===== src/rtl/apb_mem_bridge_if.sv =====
// Bus bundle between the MEM stage, the APB completer and the bridge.
// master: bridge view; slave: environment view.
interface apb_mem_bridge_if;
  logic        IsPerM;
  logic        MemWriteM;
  logic [31:0] ALUResultM;
  logic [31:0] WriteDataM;
  logic [31:0] PRDATA;
  logic        PREADY;
  logic        PSLVERR;
  logic        PSEL;
  logic        PENABLE;
  logic        PWRITE;
  logic [31:0] PADDR;
  logic [31:0] PWDATA;
  logic        proc_ready;
  logic [31:0] PerRdataM;
  logic        per_err;

  modport master (
    input  IsPerM, MemWriteM,
    input  ALUResultM, WriteDataM,
    input  PRDATA, PREADY, PSLVERR,
    output PSEL, PENABLE, PWRITE,
    output PADDR, PWDATA,
    output proc_ready, PerRdataM,
    output per_err
  );

  modport slave (
    output IsPerM, MemWriteM,
    output ALUResultM, WriteDataM,
    output PRDATA, PREADY, PSLVERR,
    input  PSEL, PENABLE, PWRITE,
    input  PADDR, PWDATA,
    input  proc_ready, PerRdataM,
    input  per_err
  );
endinterface


===== src/rtl/apb_mem_bridge.sv =====
// MEM-stage to APB bridge; optional ACCESS watchdog via APB_TIMEOUT_EN.
// Timeout forces completion with TIMEOUT_RDATA and sets per_err.
module apb_mem_bridge #(
  parameter int          TIMEOUT_CYCLES = 16,
  parameter logic [31:0] TIMEOUT_RDATA  = 32'hDEAD_BEEF
) (
  input logic             clk,
  input logic             rst,
  apb_mem_bridge_if.master bus
);

  typedef enum logic [1:0] {
    IDLE   = 2'd0,
    SETUP  = 2'd1,
    ACCESS = 2'd2
  } state_t;

  state_t state;
  state_t stateNext;
  logic   timeoutHit;
  logic   isAccess;

  assign isAccess = (state == ACCESS);

`ifdef APB_TIMEOUT_EN
  localparam int CW =
    (TIMEOUT_CYCLES > 2) ? $clog2(TIMEOUT_CYCLES) : 1;

  logic [CW-1:0] toCnt;

  assign timeoutHit = isAccess && !bus.PREADY &&
                      (toCnt == CW'(TIMEOUT_CYCLES - 1));

  always_ff @(posedge clk) begin
    if (rst) begin
      toCnt <= '0;
    end else if (isAccess && !bus.PREADY && !timeoutHit) begin
      toCnt <= toCnt + 1'b1;
    end else begin
      toCnt <= '0;
    end
  end
`else
  logic unusedCfg;

  assign timeoutHit = 1'b0;
  assign unusedCfg  = ^{TIMEOUT_RDATA, TIMEOUT_CYCLES};
`endif

  always_ff @(posedge clk) begin
    if (rst) begin
      state <= IDLE;
    end else begin
      state <= stateNext;
    end
  end

  always_comb begin
    stateNext = state;
    unique case (state)
      IDLE:   if (bus.IsPerM) stateNext = SETUP;
      SETUP:  stateNext = ACCESS;
      ACCESS: begin
        if (bus.PREADY || timeoutHit) begin
          stateNext = IDLE;
        end
      end
      default: stateNext = IDLE;
    endcase
  end

  always_comb begin
    bus.PSEL       = 1'b0;
    bus.PENABLE    = 1'b0;
    bus.proc_ready = 1'b0;
    bus.PerRdataM  = 32'h0;
    unique case (state)
      IDLE: bus.proc_ready = 1'b1;
      SETUP: bus.PSEL = 1'b1;
      ACCESS: begin
        bus.PSEL       = 1'b1;
        bus.PENABLE    = 1'b1;
        bus.proc_ready = bus.PREADY | timeoutHit;
        if (!bus.PWRITE) begin
          bus.PerRdataM = timeoutHit ? TIMEOUT_RDATA
                                     : bus.PRDATA;
        end
      end
      default: bus.proc_ready = 1'b1;
    endcase
  end

  // Request fields are latched only on IDLE->SETUP and held to completion.
  always_ff @(posedge clk) begin
    if (rst) begin
      bus.PADDR  <= 32'h0;
      bus.PWDATA <= 32'h0;
      bus.PWRITE <= 1'b0;
    end else if (state == IDLE && bus.IsPerM) begin
      bus.PADDR  <= bus.ALUResultM;
      bus.PWDATA <= bus.WriteDataM;
      bus.PWRITE <= bus.MemWriteM;
    end
  end

  always_ff @(posedge clk) begin
    if (rst) begin
      bus.per_err <= 1'b0;
    end else if (isAccess &&
                 ((bus.PREADY && bus.PSLVERR) || timeoutHit)) begin
      bus.per_err <= 1'b1;
    end
  end

endmodule


===== src/flat_wrapper.sv =====
// flat-port wrapper written by rule: the top's interface ports become plain ports
module apb_mem_bridge_flat 
#(
  parameter int          TIMEOUT_CYCLES = 16,
  parameter logic [31:0] TIMEOUT_RDATA  = 32'hDEAD_BEEF
)
  (clk, rst, bus_IsPerM, bus_MemWriteM, bus_ALUResultM, bus_WriteDataM, bus_PRDATA, bus_PREADY, bus_PSLVERR, bus_PSEL, bus_PENABLE, bus_PWRITE, bus_PADDR, bus_PWDATA, bus_proc_ready, bus_PerRdataM, bus_per_err);
  apb_mem_bridge_if bus_i ();
  input logic clk;
  input logic rst;
  input wire logic [$bits(bus_i.IsPerM)-1:0] bus_IsPerM;
  input wire logic [$bits(bus_i.MemWriteM)-1:0] bus_MemWriteM;
  input wire logic [$bits(bus_i.ALUResultM)-1:0] bus_ALUResultM;
  input wire logic [$bits(bus_i.WriteDataM)-1:0] bus_WriteDataM;
  input wire logic [$bits(bus_i.PRDATA)-1:0] bus_PRDATA;
  input wire logic [$bits(bus_i.PREADY)-1:0] bus_PREADY;
  input wire logic [$bits(bus_i.PSLVERR)-1:0] bus_PSLVERR;
  output wire logic [$bits(bus_i.PSEL)-1:0] bus_PSEL;
  output wire logic [$bits(bus_i.PENABLE)-1:0] bus_PENABLE;
  output wire logic [$bits(bus_i.PWRITE)-1:0] bus_PWRITE;
  output wire logic [$bits(bus_i.PADDR)-1:0] bus_PADDR;
  output wire logic [$bits(bus_i.PWDATA)-1:0] bus_PWDATA;
  output wire logic [$bits(bus_i.proc_ready)-1:0] bus_proc_ready;
  output wire logic [$bits(bus_i.PerRdataM)-1:0] bus_PerRdataM;
  output wire logic [$bits(bus_i.per_err)-1:0] bus_per_err;
  assign bus_i.IsPerM = bus_IsPerM;
  assign bus_i.MemWriteM = bus_MemWriteM;
  assign bus_i.ALUResultM = bus_ALUResultM;
  assign bus_i.WriteDataM = bus_WriteDataM;
  assign bus_i.PRDATA = bus_PRDATA;
  assign bus_i.PREADY = bus_PREADY;
  assign bus_i.PSLVERR = bus_PSLVERR;
  assign bus_PSEL = bus_i.PSEL;
  assign bus_PENABLE = bus_i.PENABLE;
  assign bus_PWRITE = bus_i.PWRITE;
  assign bus_PADDR = bus_i.PADDR;
  assign bus_PWDATA = bus_i.PWDATA;
  assign bus_proc_ready = bus_i.proc_ready;
  assign bus_PerRdataM = bus_i.PerRdataM;
  assign bus_per_err = bus_i.per_err;
  apb_mem_bridge #(.TIMEOUT_CYCLES(TIMEOUT_CYCLES), .TIMEOUT_RDATA(TIMEOUT_RDATA)) u_core (.clk(clk), .rst(rst), .bus(bus_i));
endmodule

===== config.mk =====
export PLATFORM = sky130hd
export DESIGN_NAME = apb_mem_bridge_flat
export DESIGN_NICKNAME = d
export VERILOG_FILES = /design/src/rtl/apb_mem_bridge_if.sv /design/src/rtl/apb_mem_bridge.sv /design/src/flat_wrapper.sv
export SDC_FILE = /design/constraint.sdc
export NUM_CORES = 1
export LEC_CHECK = 0
export CAP_MARGIN = 20
export CORE_UTILIZATION = 31
export CTS_CLUSTER_DIAMETER = 40
export DETAILED_ROUTE_END_ITERATION = 8
export PLACE_DENSITY = 0.73
export SYNTH_ARGS = -nofsm -noshare
export SYNTH_HDL_FRONTEND = slang
export SYNTH_SLANG_ARGS = --single-unit

===== constraint.sdc =====
create_clock -name clk -period 1.2 [get_ports clk]
set_input_delay 0.12 -clock clk [delete_from_list [all_inputs] [get_ports clk]]
set_output_delay 0.12 -clock clk [all_outputs]
set_load 0.01 [all_outputs]

After elaboration in Yosys (flattened, before gate mapping):

Index checks and enable logic that the tools add are counted.

* reduce and logical (&&, ||, !) cells: 6
* equal/unequal tests: 4
* muxes and demuxes: 8

Operators by type and width (number)
* two-way mux 32 bit: 2
* one-hot mux 2 bit (3 select lines): 1
* two-way mux 2 bit: 2
* != test 2 bit (second input constant): 2
* logical AND 1 bit: 3
* == test 2 x 1 -> 1 bit (second input constant): 1
* == test 2 bit (second input constant): 1
* logical NOT 2 bit: 1
* two-way mux 1 bit: 2
* one-hot mux 1 bit (2 select lines): 1
* AND reduction 2 bit: 1
* OR reduction 2 bit: 1

* register bits after elaboration: 68
* input port bits: 102
* output and inout bits: 101
* word-level logic and storage cells: 23

Longest topological paths before layout:

* word-level depth: 3
* gate-level depth with buffers: 7
* mapped depth without buffers: 5

Least setup slack after synthesis:

No wires, ideal clock.

* kind: reg2out
* from: reg u_core.state[0]
* to: out bus_PerRdataM[0]
* setup slack: -0.158 ns
* data arrival time: 1.238 ns
* data required time: 1.080 ns
* cell stages (with the launch flop): 7
* buffers on the path: 1
* cell sequence: dfxtp_1 inv_1 ha_1 inv_2 nor2_1 clkbuf_2 and2_1

* cells in the longest elaborated chain, start to end: 2

Ends and longest elaborated chain
* from (decl): RTL line apb_mem_bridge.sv:18 `state_t state;`
* from (signal assigned): RTL line apb_mem_bridge.sv:54 `state <= stateNext;`
* == test 2 bit: RTL line apb_mem_bridge.sv:77 `unique case (state)`
* two-way mux 32 bit: RTL line apb_mem_bridge.sv:77
* to (decl): RTL line flat_wrapper.sv:24 `output wire logic [$bits(bus_i.PerRdataM)-1:0] bus_PerRdataM;`

No other way between the ends.

Worst setup path in the final report:

* from: reg u_core.state[0]
* to: out bus_PerRdataM[6]

Same word-level chain as after synthesis.

==> results.md <==
* RSZ-0062 raised after global routing: yes
* Clk_skew at 0.00953 ns
* Final #Nets at around 700
* Syn Area/Cell at 8.25 um2
* Post-synth EDFFs at 0
* Grt ovf at 0
* Crit path cell chain: inv_2 -> ha_4 -> inv_4 -> nor2_4 -> buf_6 -> and2_4 -> buf_6
* Die Wd at 97.8 um
* Reg power frac at 26.5%
* WS Path Type: flop to output pin
* Net Sw Power at a little under 4 mW
* DP HPWL at roughly 6800 um
* Post-Synthesis Cells at 345
* Synth warnings at 0
* Ports at 203
* Placed Instances at 647
* Fin crit share at 133%
* N_diodes at 0
* Die height at 97.8 um
* Critical Path Start Type: flop
* Critical Path AT at 1.47 ns
* Area leader, netlist: dfxtp_1
* Max-slew headroom at 75.9%
* Mapped Area at about 2800 um2
* TritonCTS Buffers at 9
* Critical path peak fanout at 8
* Layout cells sized above 1 at 44.9%
* Clock power share at 17.1%
* Clk sink count at between 60 and 70
* Post-synth top flop: dfxtp_1
* Delay-heaviest family, CP: buffers and inverters
* Drt pass-1 iters at 6
* Final Hold Violating Endpoints at 0
* Via density at 4.76
* DRC at 36
* Synth-to-Final Area Change at 120%
* Placement-stage cell area at 5080 um2
* Critical path endpoint category: output pin
* Ys async rst share at 0%
* Sw Share at between 30% and 40%
* CTS H-tree lvls at 3
* Vias at 3344
* I/O Buffers at 202
* Final critical-path required period at 1.59 ns
* Fin worst setup slack at -0.394 ns
* Max cap viols at 0
* Failing checks: design-rule violations, negative setup slack
* Skew-Pair Late Insertion Delay at 0.35 ns
* CP required at ~1.1 ns
* Commonest cells post-synth: nand2_1 (132), dfxtp_1 (68), a21oi_1 (34), a21oi_2 (33), and2_1 (31)
* Root buf cell: clkbuf_8
* Clock transition at the registers of the reported paths at ~0.080 ns
* Core ar. at 8810 um2
* Pleak at 2.81 nW
* Max incr delay on CP at around 0.33 ns
* Most instantiated library cell after synthesis: nand2_1
* Initial Utilization at 32.3%
* CP dominant cell by count: buf_6
* Seq/Total Area, Yosys at a little under half
* 1st-iter DRT viols at 117
* Worst Hold Class: input port to flop
* Setup Viol. Count Final at 102
* Gate power share at 56.4%
* Final RePlAce weighted congestion at 0.739
* Unique masters post-synth at 20
* Filler cells at ~680
* Net Count, Synth at about 450
* Vias in the first global route at 3383
* Max Root-Sink Buffers at 2
* Sequential standard cell area at 1370 um2
* PD cells at roughly 1800 nW/um2
* Design Power at ~11 mW
* Initial antenna violation count at 0
* Finished Layout Cells at 703
* CTS tree: built
* Largest net degree at the start of global routing at 26
* Power Internal at 7.17 mW
* Slew Limit Fails at 0
* DRT Wirelength at 11600 um
* Final Instance Area at roughly 6200 um2
* Row count at 34
* Synth top area share at 47.8%
* Slowest-stage cell, CP: dfxtp_2
* Multi-input logic area at 1770 um2
* Actual slew at the worst max-slew pin at approximately 0.36 ns
* Status: finished, violations left
* Avg WL per Cell at 16.5 um
* Yosys reg bits at 68
* First-pass GRT wire length at approximately 17000 um
* Setup TNS at -29.79 ns
* Die Area at roughly 9600 um2
* Highest Clock Rate at 627 MHz
* Worst Path Buf+Inv at 4
* Peak supply drop at ~0.00077 V
* Detail Route Antenna Nets at 0
* Top cells by area, synth: dfxtp_1 (48%), nand2_1 (17%), a21oi_2 (10%)
* Global Route Usage Sum at 23.3%
metrics by stage:
step                      hold WS, ns  utilization (%)  setup WS (ns)
final                           0.157             71.0         -0.394
after global routing            0.169             71.0         -0.477
after CTS                       0.151             70.0         -0.455
after detailed placement        0.447             57.7         -0.429
after global placement          0.442             57.7         -0.406
after floorplan                 0.247                -        -0.0103
flip-flops by register name (all words and copies together), names as in the netlist:
register / count
u_core.bus.PWRITE: 1
u_core.bus.PWDATA: 32
u_core.bus.per_err: 1
u_core.bus.PADDR: 32
u_core.state: 2
logic make-up after synthesis:
group / share of synthesized area [%]
adder cells (fa/ha/maj): 2.64
AND/OR/NAND/NOR: 26.0
multiplexers: 0.703
AO/OA/AOI/OAI: 16.4
buffers and inverters: 6.46
flip-flops: 47.8
power by group through the flow:
stage	Sequential (mW)	Clock, mW	Combinational, mW
after floorplan	3.11	0	1.77
after global placement	2.91	0	3.87
after detailed placement	2.92	0	3.91
after CTS	2.92	1.92	6.11
after global routing	2.99	2.02	6.62
final	2.94	1.90	6.26
layer usage:
layer / share of wire, % / up-vias / track usage [%]
met4: 3.3 / 0 / 11.9
met5: 0 / - / 0
met1: 36 / 1577 / 23.7
met2: 53 / 147 / 43.8
li1: - / 1587 / -
met3: 7.4 / 33 / 6.01
layout make-up:
class | count | share of cell area [%]
timing repair buffer | 259 | 44.3
multi-input combinational | 248 | 28.2
sequential | 68 | 21.9
tap | 108 | 2.16
clock buffer | 10 | 2.04
clock inverter | 6 | 1.04
inverter | 4 | 0.360
worst register-to-register path, stage by stage (launching register included):
cell and delay (ns):
dfxtp_2 0.34, inv_2 0.05, buf_4 0.15, ha_4 0.16, and2_4 0.16, buf_12 0.14, buf_4 0.15, buf_16 0.14
nand2_1 0.07, a21oi_1 0.05
cells in the final DEF (no fill, tap or decap), types with 13 or more instances in the layout:
cell type        netlist  routed
dlygate4sd2_1          0      65
buf_2                 12      16
buf_4                  2      18
a21oi_1               34      16
dfxtp_1               68      65
nand2_1              132      56
buf_6                  5      32
clkdlybuf4s50_1        0     100
a21oi_2               33      50
nand2_2                0      56
nand2_4                0      19
and2_4                 1      20
buf_12                 0      13
final timing paths:
path	depth (start not counted)	slack (ns)	from	end
setup / recovery	7	-0.39	u_core.state[0]	bus_PerRdataM[6]
hold / removal	3	0.16	rst	u_core.state[1]
setup reg to reg	9	-0.31	u_core.state[0]	u_core.bus.PWDATA[8]
hold reg to reg	2	0.45	u_core.bus.PWDATA[31]	u_core.bus.PWDATA[31]
timing repair:
action | CTS | global route
pin swaps | 22 | 21
setup buffers | 26 | 6
setup endpoints to repair | 168 | 103
resized for setup | 362 | 52
cloned | 15 | 1
hold buffers | 0 | 0
(Power assumes the default switching activity.)
